==> src/rtl/slink_app_tx_packetizer.sv <==
// S-Link TX application packetizer: packs a serial header+payload byte stream into
// APP_DATA_WIDTH beats presented to the link layer with SOP/valid and advance handshake.
module slink_app_tx_packetizer #(
   parameter int unsigned APP_DATA_WIDTH = 32
) (
   input  logic                      link_clk,
   input  logic                      link_reset,
   input  logic                      in_valid,
   input  logic [7:0]                in_byte,
   output logic                      in_ready,
   output logic                      tx_sop,
   output logic                      tx_valid,
   output logic [7:0]                tx_data_id,
   output logic [15:0]               tx_word_count,
   output logic [APP_DATA_WIDTH-1:0] tx_app_data,
   input  logic                      tx_advance,
   output logic                      pkt_done
);

   localparam int unsigned BYTES  = APP_DATA_WIDTH / 8;
   localparam int unsigned LANE_W = (BYTES > 1) ? $clog2(BYTES) : 1;

   typedef enum logic [1:0] {StHdr, StFill, StSend} state_e;

   state_e                    state_q, state_d;
   logic [1:0]                hdr_cnt_q, hdr_cnt_d;
   logic [7:0]                id_q, id_d;
   logic [15:0]               wc_q, wc_d;
   logic [APP_DATA_WIDTH-1:0] data_q, data_d;
   logic [16:0]               rem_q, rem_d;
   logic [LANE_W-1:0]         lane_q, lane_d;
   logic                      sop_pend_q, sop_pend_d;
   logic                      sop_q, sop_d;
   logic                      done_q, done_d;
   logic                      accept;

   // in_ready is held low while reset is asserted, so a byte can never be lost to reset.
   assign in_ready      = !link_reset && (state_q != StSend);
   assign accept        = in_valid && in_ready;
   assign tx_valid      = (state_q == StSend);
   assign tx_sop        = sop_q;
   assign tx_data_id    = id_q;
   assign tx_word_count = wc_q;
   assign tx_app_data   = data_q;
   assign pkt_done      = done_q;

   always_comb begin
      state_d    = state_q;
      hdr_cnt_d  = hdr_cnt_q;
      id_d       = id_q;
      wc_d       = wc_q;
      data_d     = data_q;
      rem_d      = rem_q;
      lane_d     = lane_q;
      sop_pend_d = sop_pend_q;
      sop_d      = sop_q;
      done_d     = 1'b0;
      unique case (state_q)
         StHdr: begin
            if (accept) begin
               unique case (hdr_cnt_q)
                  2'd0: begin
                     id_d      = in_byte;
                     hdr_cnt_d = 2'd1;
                  end
                  2'd1: begin
                     wc_d[7:0] = in_byte;
                     hdr_cnt_d = 2'd2;
                  end
                  default: begin
                     wc_d[15:8] = in_byte;
                     hdr_cnt_d  = 2'd0;
                     data_d     = '0;
                     lane_d     = '0;
                     // Short packets and empty long packets go out as a single header-only beat.
                     if (id_q <= 8'h1F || {in_byte, wc_q[7:0]} == 16'd0) begin
                        rem_d   = '0;
                        sop_d   = 1'b1;
                        state_d = StSend;
                     end else begin
                        rem_d      = {1'b0, in_byte, wc_q[7:0]};
                        sop_pend_d = 1'b1;
                        state_d    = StFill;
                     end
                  end
               endcase
            end
         end
         StFill: begin
            if (accept) begin
               data_d[{lane_q, 3'b000} +: 8] = in_byte;
               rem_d  = rem_q - 17'd1;
               lane_d = lane_q + 1'b1;
               if (lane_q == LANE_W'(BYTES - 1) || rem_q == 17'd1) begin
                  lane_d     = '0;
                  sop_d      = sop_pend_q;
                  sop_pend_d = 1'b0;
                  state_d    = StSend;
               end
            end
         end
         StSend: begin
            if (tx_advance) begin
               sop_d = 1'b0;
               if (rem_q != 17'd0) begin
                  data_d  = '0;
                  lane_d  = '0;
                  state_d = StFill;
               end else begin
                  done_d  = 1'b1;
                  state_d = StHdr;
               end
            end
         end
         default: state_d = StHdr;
      endcase
   end

   always_ff @(posedge link_clk or posedge link_reset) begin
      if (link_reset) begin
         state_q    <= StHdr;
         hdr_cnt_q  <= '0;
         id_q       <= '0;
         wc_q       <= '0;
         data_q     <= '0;
         rem_q      <= '0;
         lane_q     <= '0;
         sop_pend_q <= 1'b0;
         sop_q      <= 1'b0;
         done_q     <= 1'b0;
      end else begin
         state_q    <= state_d;
         hdr_cnt_q  <= hdr_cnt_d;
         id_q       <= id_d;
         wc_q       <= wc_d;
         data_q     <= data_d;
         rem_q      <= rem_d;
         lane_q     <= lane_d;
         sop_pend_q <= sop_pend_d;
         sop_q      <= sop_d;
         done_q     <= done_d;
      end
   end

endmodule

==> config.mk <==
export PLATFORM = sky130hd
export DESIGN_NAME = slink_app_tx_packetizer
export DESIGN_NICKNAME = d
export VERILOG_FILES = /design/src/rtl/slink_app_tx_packetizer.sv
export SDC_FILE = /design/constraint.sdc
export NUM_CORES = 1
export LEC_CHECK = 0
export CORE_ASPECT_RATIO = 0.75
export CORE_MARGIN = 5
export CORE_UTILIZATION = 48
export CTS_BUF_LIST = sky130_fd_sc_hd__clkbuf_16
export DETAILED_ROUTE_END_ITERATION = 7
export GPL_TIMING_DRIVEN = 1
export PLACE_DENSITY_LB_ADDON = 0.25
export SETUP_SLACK_MARGIN = 0.2
export SLEW_MARGIN = 20
export SYNTH_ARGS = -nofsm -noshare
export SYNTH_HDL_FRONTEND = slang
export SYNTH_SLANG_ARGS = --single-unit
==> constraint.sdc <==
create_clock -name link_clk -period 2.8 [get_ports link_clk]
set_clock_uncertainty 0.15 [all_clocks]
set_input_delay 0.56 -clock link_clk [delete_from_list [all_inputs] [get_ports link_clk]]
set_output_delay 0.56 -clock link_clk [all_outputs]
set_load 0.02 [all_outputs]
==> key figures, run 1 <==
Drt
  – 1st-iter DRT viols: 402
  – Avg WL per Cell: 20.3 um
  – Drt drc: 0
  – DR pass1 iterations: 6
  – Vias per cell: 5.90
  – WL final: 12,400 um
  – Total number of vias: 3,597
  – Post-route ant nets: 0

Final layout
  – Nets: 516
  – Utilization after layout: 0.650
  – Commonest non-fill, non-tap cell in the layout: dfrtp_1
  – Most frequent cells in the layout: dfrtp_1, clkdlybuf4s50_1, inv_1, nand2_1, mux2i_1
  – N_diodes: 0
  – Synth-to-Final Area Change: 30.2%
  – Share of cells above drive strength 1: 0.177

Clocking
  – Clock transition at path regs: 0.06 ns
  – CTS Sinks: 82
  – H-tree Lvls: 3
  – Post-CTS setup buffers: 0
  – Clock tree buffer depth: 2
  – Clock latency on the worst-skew pair: 0.33 ns
  – TritonCTS clock tree: yes
  – CTS Buf Count: 9
  – Root buffer cell: clkbuf_16

Pwr
  – Pwr dens: 1160 mW/mm2
  – Part of the power in the clock network: 0.177
  – Power Internal: 0.00385 W
  – Seq pwr share: 0.349
  – NetSw: 0.00266 W
  – VDD IR max: 654 uV
  – Switching Fraction: 0.409
  – Comb pwr share: 0.474
  – Leakage power: 2.28 nW

Synth
  – Flops & latches, synth: 82
  – Syn Area/Cell: 10.6 um2
  – Post-Syn Instances: 405
  – Synth Flop Type: dfrtp_1
  – Seq/Total Area, Yosys: 0.478
  – Unique masters post-synth: 65
  – Syn_nets: 424
  – Yosys warnings: 0
  – Synth top area cells: dfrtp_1, mux2i_1, mux2_2
  – Post-synth EDFFs: 0
  – Yosys top cell area share: 0.478
  – Async SR Flop Fraction: 1.00
  – Mapped Area: 0.00429 mm2
  – Leading area contributor after synthesis: dfrtp_1

Die
  – Die Width: 119 um
  – Die span in y: 91.9 um
  – Die area: 0.0110 mm2
  – Core outline area: 0.00860 mm2
  – Site Rows: 29
  – Initial Utilization: 0.499
  – Total I/O pin count: 72

GRT
  – Global-route wire length before repair: 20,400 um
  – Largest net degree at the start of global routing: 26
  – Number of global-route vias before repair: 3,748
  – Initial antenna violation count: 0
  – Aggregate global routing overflow: 0
  – GRT Util Overall: 0.236

STA
  – Setup violators final: 0
  – Final worst path period share: 0.880
  – Slew @ Worst Pin: 0.580 ns
  – Fmax: 406 MHz
  – Rel. slew slack: 0.608
  – Slew Limit Fails: 0
  – Final worst slack: 0.336 ns
  – RSZ-0062 raised after global routing: false
  – Hold Fails Final Rpt: 0
  – Final min period: 2.46 ns
  – TNS Setup: 0 ns

Placed design
  – Worst slack at placement: 0.114 ns
  – Routability cong.: 0.937
  – Post-DP HPWL: 8960 um
  – PortBufs: 71

Critical path
  – Crit path buffers/inverters: 1
  – Delay-heaviest family, CP: simple AND/OR/NAND/NOR gates
  – Slowest-stage cell, CP: and4_1
  – Critical path's largest stage delay: 0.61 ns
  – WP data arrival: 2.52 ns
  – CP cell instances: inv_1, ha_1, nor4b_1, and4_1, o21ai_4, mux2i_1
  – Startpoint Class: flop
  – Critical Path Sink Type: flop
  – Setup CP Type: flop to flop
  – Max FO, Critical Path: 8
  – Worst EP required: 2.85 ns

Hold path
  – Hold crit path type: flop to flop

Run status
  – Status: complete, no violations

Run
  – Number of max-cap violations: 0
-- cells by family after synthesis --
| kind of cell | Yosys count | synth area share |
|---|---|---|
| compound gates | 64 | 0.121 |
| flops | 82 | 0.478 |
| mux | 57 | 0.140 |
| buf+inv | 67 | 0.0638 |
| simple gates | 128 | 0.178 |
| fa+ha+maj | 7 | 0.0204 |
-- area by class of cell --
type | count | area [um2]
multi-input cells | 256 | 1970
clock buffers | 9 | 225
repair buffers | 102 | 968
well taps | 108 | 135
flip-flops and latches | 82 | 2050
fillers | 687 | 3010
clock inverters | 7 | 63.8
inverters | 46 | 176
-- flip-flops by register name, summed over array words and instances, names as in the netlist --
signal	count
hdr_cnt_q	2
lane_q	2
pkt_done	1
rem_q	17
sop_pend_q	1
state_q	2
tx_app_data	32
tx_data_id	8
tx_sop	1
tx_word_count	16
-- path summary, 6_finish.rpt --
check                      slack (ns)                end  cells after the start         startpoint
max in group asynchronous        1.23    tx_app_data[30]                      4         link_reset
max reg2reg                      0.34     tx_app_data[6]                      6           rem_q[0]
min reg2reg                      0.33  tx_word_count[11]                      2  tx_word_count[11]
min                              0.33  tx_word_count[11]                      2  tx_word_count[11]
min in group asynchronous        0.66      tx_data_id[2]                      3         link_reset
max                              0.34     tx_app_data[6]                      6           rem_q[0]
-- synth_stat cells, drive strengths merged, types with 4 or more instances --
library cell and n:
nor2b 4, nor3 7, nor4 11, nand2 48, or4 4, mux2 23, mux2i 34, o21ai 17
ha 7, nor2 14, o2bb2ai 4, a21oi 6, nand3 9, inv 46, a221o 8, nand4 7
clkbuf 8, dfrtp 82, buf 13, nor4b 4, a22oi 4
-- tightest hold or removal path: stages (launching register included) --
cell     delay, ns
dfrtp_1       0.34
nand2_1       0.04
o21ai_0       0.06
-- per-stage QoR --
stage	power (W)	cell area, um2	instances	hold WS (ns)
6_report	0.00651	5590	610	0.329
5_1_grt	0.00689	5590	610	0.378
3_5_place_dp	0.00532	5300	594	0.323
2_1_floorplan	0.00395	4300	405	0.359
3_3_place_gp	0.00524	5300	594	0.315
4_1_cts	0.00651	5590	610	0.336
-- metal layers --
layer / GRT usage / wire, um / share of wire / up-vias
li1: - / - / - / 1637
met1: 0.325 / 5550 / 0.45 / 1757
met2: 0.354 / 5500 / 0.44 / 180
met3: 0.0787 / 1160 / 0.094 / 23
met4: 0.0714 / 184 / 0.015 / 0
met5: 0 / 0 / 0 / -
-- power by group through the flow --
stage | logic (W) | registers (W) | clock network, W
2_1_floorplan | 0.00141 | 0.00254 | 0
6_report | 0.00308 | 0.00227 | 0.00115
3_5_place_dp | 0.00306 | 0.00226 | 0
4_1_cts | 0.00308 | 0.00226 | 0.00117
3_3_place_gp | 0.00299 | 0.00225 | 0
5_1_grt | 0.00332 | 0.00234 | 0.00123
-- timing repair --
item                       CTS  global route
gates resized for setup      0             1
setup endpoints to repair    0             1
hold buffers                 0             0
Note: power is estimated with default switching activity, not from simulation.
==> inputs of run 2 (changes only) <==
GPL_TIMING_DRIVEN = 0   (was 1)
clock period = 2.03 ns   (was 2.8 ns; I/O delays follow)
==> run 2 against run 1 <==
Compared with the run above: the run now ends with setup timing left; sequential power up 34%; worst setup slack worse by 0.40 ns; non-clock buffer count up 37; critical endpoint is now rem_q[9]; highest routed layer unchanged.
==> key figures, run 2 (synthesized netlist as in run 1, its figures left out) <==
STA
  – Fmax: 478 MHz (+18%)
  – WHS: 0.178 ns (-0.151 ns)
  – Setup violators final: 15 (+15)
  – Slew Limit Fails: 0 (unchanged)
  – Final worst slack: -0.0621 ns (-0.399 ns)
  – TNS Setup: -0.319 ns (-0.319 ns)
  – Hold Fails Final Rpt: 0 (unchanged)
  – Rel. slew slack: 0.524 (-0.0841)
  – Slew @ Worst Pin: 0.715 ns (+0.134 ns)
  – RSZ-0062 raised after global routing: true
  – Final min period: 2.09 ns (-0.371 ns)
  – Final worst path period share: 1.03 (+0.151)

Final layout
  – Commonest non-fill, non-tap cell in the layout: dfrtp_1
  – Multi-input logic area: 0.00242 mm2 (+23%)
  – Synth-to-Final Area Change: 50.2%
  – Share of cells above drive strength 1: 0.343 (+0.165)
  – Area occupied by registers: 0.00205 mm2 (+0.12%)
  – Nets: 554 (+7.4%)
  – N_diodes: 0 (unchanged)
  – Max reg flops: 32 (unchanged)
  – Utilization after layout: 0.750 (+0.0997)
  – Most frequent cells in the layout: dfrtp_1, dlygate4sd2_1, nand2_1, inv_1, buf_4
  – Fill count: 544 (-21%)

Die
  – Die Width: 119 um (unchanged)
  – Initial Utilization: 0.499 (unchanged)
  – Die span in y: 91.9 um (unchanged)
  – Core outline area: 0.00860 mm2 (unchanged)
  – Site Rows: 29 (unchanged)
  – Total I/O pin count: 72 (unchanged)
  – Die area: 0.0110 mm2 (unchanged)

Pwr
  – Seq pwr share: 0.299 (-0.050)
  – NetSw: 0.00423 W (+59%)
  – Power Total: 0.0102 W (+56%)
  – Leakage power: 2.84 nW (+25%)
  – Switching Fraction: 0.416 (+0.00653)
  – Power Internal: 0.00594 W (+55%)
  – VDD IR max: 970 uV (+48%)
  – Part of the power in the clock network: 0.187 (+0.010)
  – Comb pwr share: 0.514 (+0.040)
  – Pwr dens: 1580 mW/mm2 (+36%)

GRT
  – Initial antenna violation count: 0 (unchanged)
  – Global-route wire length before repair: 21,000 um (+2.7%)
  – Number of global-route vias before repair: 3,951 (+5.4%)
  – GRT Util Overall: 0.242 (+0.00645)
  – Largest net degree at the start of global routing: 35 (+35%)
  – Aggregate global routing overflow: 0 (unchanged)

Run
  – Number of max-cap violations: 0 (unchanged)

Critical path
  – Max FO, Critical Path: 10 (+2)
  – Reg2reg start: state_q[1]
  – CP startpoint: state_q[1]
  – Critical path's largest stage delay: 0.68 ns (+0.07 ns)
  – Slowest-stage cell, CP: or4bb_1
  – Startpoint Class: flop
  – Delay-heaviest family, CP: simple AND/OR/NAND/NOR gates
  – CP Depth: 4 (-2)
  – CP cell instances: buf_4, or4bb_1, o41ai_1, a221o_1
  – Worst EP required: 2.16 ns (-0.69 ns)
  – Critical Path Sink Type: flop
  – WP data arrival: 2.23 ns (-0.29 ns)
  – Setup CP Type: flop to flop
  – Reg2reg path depth: 4 (-2)
  – Crit path buffers/inverters: 1 (unchanged)
  – Setup crit end: rem_q[9]
  – R2R Path End: rem_q[9]
  – Worst R2R Setup Slack: -0.06 ns (-0.40 ns)

Clocking
  – TritonCTS clock tree: yes
  – CTS Sinks: 82 (unchanged)
  – Clock transition at path regs: 0.06 ns (about the same)
  – Clock tree buffer depth: 2 (unchanged)
  – CTS Buf Count: 9 (unchanged)
  – H-tree Lvls: 3 (unchanged)
  – Clock latency on the worst-skew pair: 0.34 ns (about the same)
  – Post-CTS Hold Fix Bufs: 0 (unchanged)
  – Root buffer cell: clkbuf_16

Drt
  – Post-route ant nets: 0 (unchanged)
  – Vias per cell: 5.90 (+0.13%)
  – Avg WL per Cell: 21.0 um (+3.2%)
  – Drt drc: 0 (unchanged)
  – Total number of vias: 3,826 (+6.4%)
  – DR pass1 iterations: 5 (-1)
  – 1st-iter DRT viols: 299 (-26%)
  – WL final: 13,600 um (+9.7%)

Hold path
  – Worst hold path stage count: 2 (unchanged)
  – Hold crit path type: input pin to flop

Run status
  – Status: finished, violations left
  – Failing checks: setup timing

Placed design
  – PortBufs: 64 (-9.9%)
  – Post-DP HPWL: 8380 um (-6.5%)
  – Worst slack at placement: -0.823 ns (-0.937 ns)
  – Routability cong.: 0.904 (-3.6%)
[run 2: changes by cell type in the layout (fill, tap and decap cells not counted), moves of 6 or more]
cell | before | now
buf_6 | 0 | 15
inv_1 | 48 | 42
mux2_4 | 0 | 8
buf_12 | 2 | 9
mux2_2 | 23 | 15
buf_4 | 29 | 38
dlygate4sd2_1 | 0 | 59
nor4_1 | 8 | 0
clkdlybuf4s50_1 | 71 | 1
[run 2: timing repair]
item                       in CTS  in global routing
setup endpoints to repair     140                 81
gates resized for setup       134                 43
buffers inserted               36                 16
pin swaps                      17                 31
gates cloned                    0                  1
[run 2: power by group through the flow]
stage | clock [W] | combinational [W] | sequential [W]
2_1_floorplan | 0 | 0.00203 | 0.00351
3_3_place_gp | 0 | 0.00417 | 0.00296
3_5_place_dp | 0 | 0.00429 | 0.00299
4_1_cts | 0.00190 | 0.00470 | 0.00297
5_1_grt | 0.00198 | 0.00557 | 0.00314
6_report | 0.00190 | 0.00523 | 0.00304
[run 2: worst min-delay path by stage]
stage | from | endpoint | slack, ns
2_1_floorplan | rem_q[15] | rem_q[15] | 0.36
3_3_place_gp | tx_word_count[11] | tx_word_count[11] | 0.31
3_5_place_dp | tx_word_count[11] | tx_word_count[11] | 0.34
4_1_cts | in_byte[4] | tx_app_data[12] | 0.19
5_1_grt | in_byte[4] | rem_q[12] | 0.18
6_report | in_byte[4] | rem_q[12] | 0.18
[run 2: layer usage]
layer / global-route usage / part of all wire / up-vias
li1: - / - / 1710
met1: 0.326 / 0.43 / 1888
met2: 0.371 / 0.46 / 202
met3: 0.0769 / 0.096 / 26
met4: 0.0839 / 0.021 / 0
met5: 0 / 0 / -
[run 2: stage by stage]
stage	instance area [um2]	cells
after floorplan	4380	405
after CTS	6140	631
after global routing	6450	648
final	6450	648
after detailed placement	5200	579
after global placement	5160	577
[run 2: area by class of cell]
type	count	share of cell area
plain buffers	21	0.0301
inverters	46	0.0287
flip-flops and latches	82	0.319
clock buffers	9	0.0349
repair buffers	118	0.174
clock inverters	7	0.0182
multi-input cells	257	0.375
well taps	108	0.0210
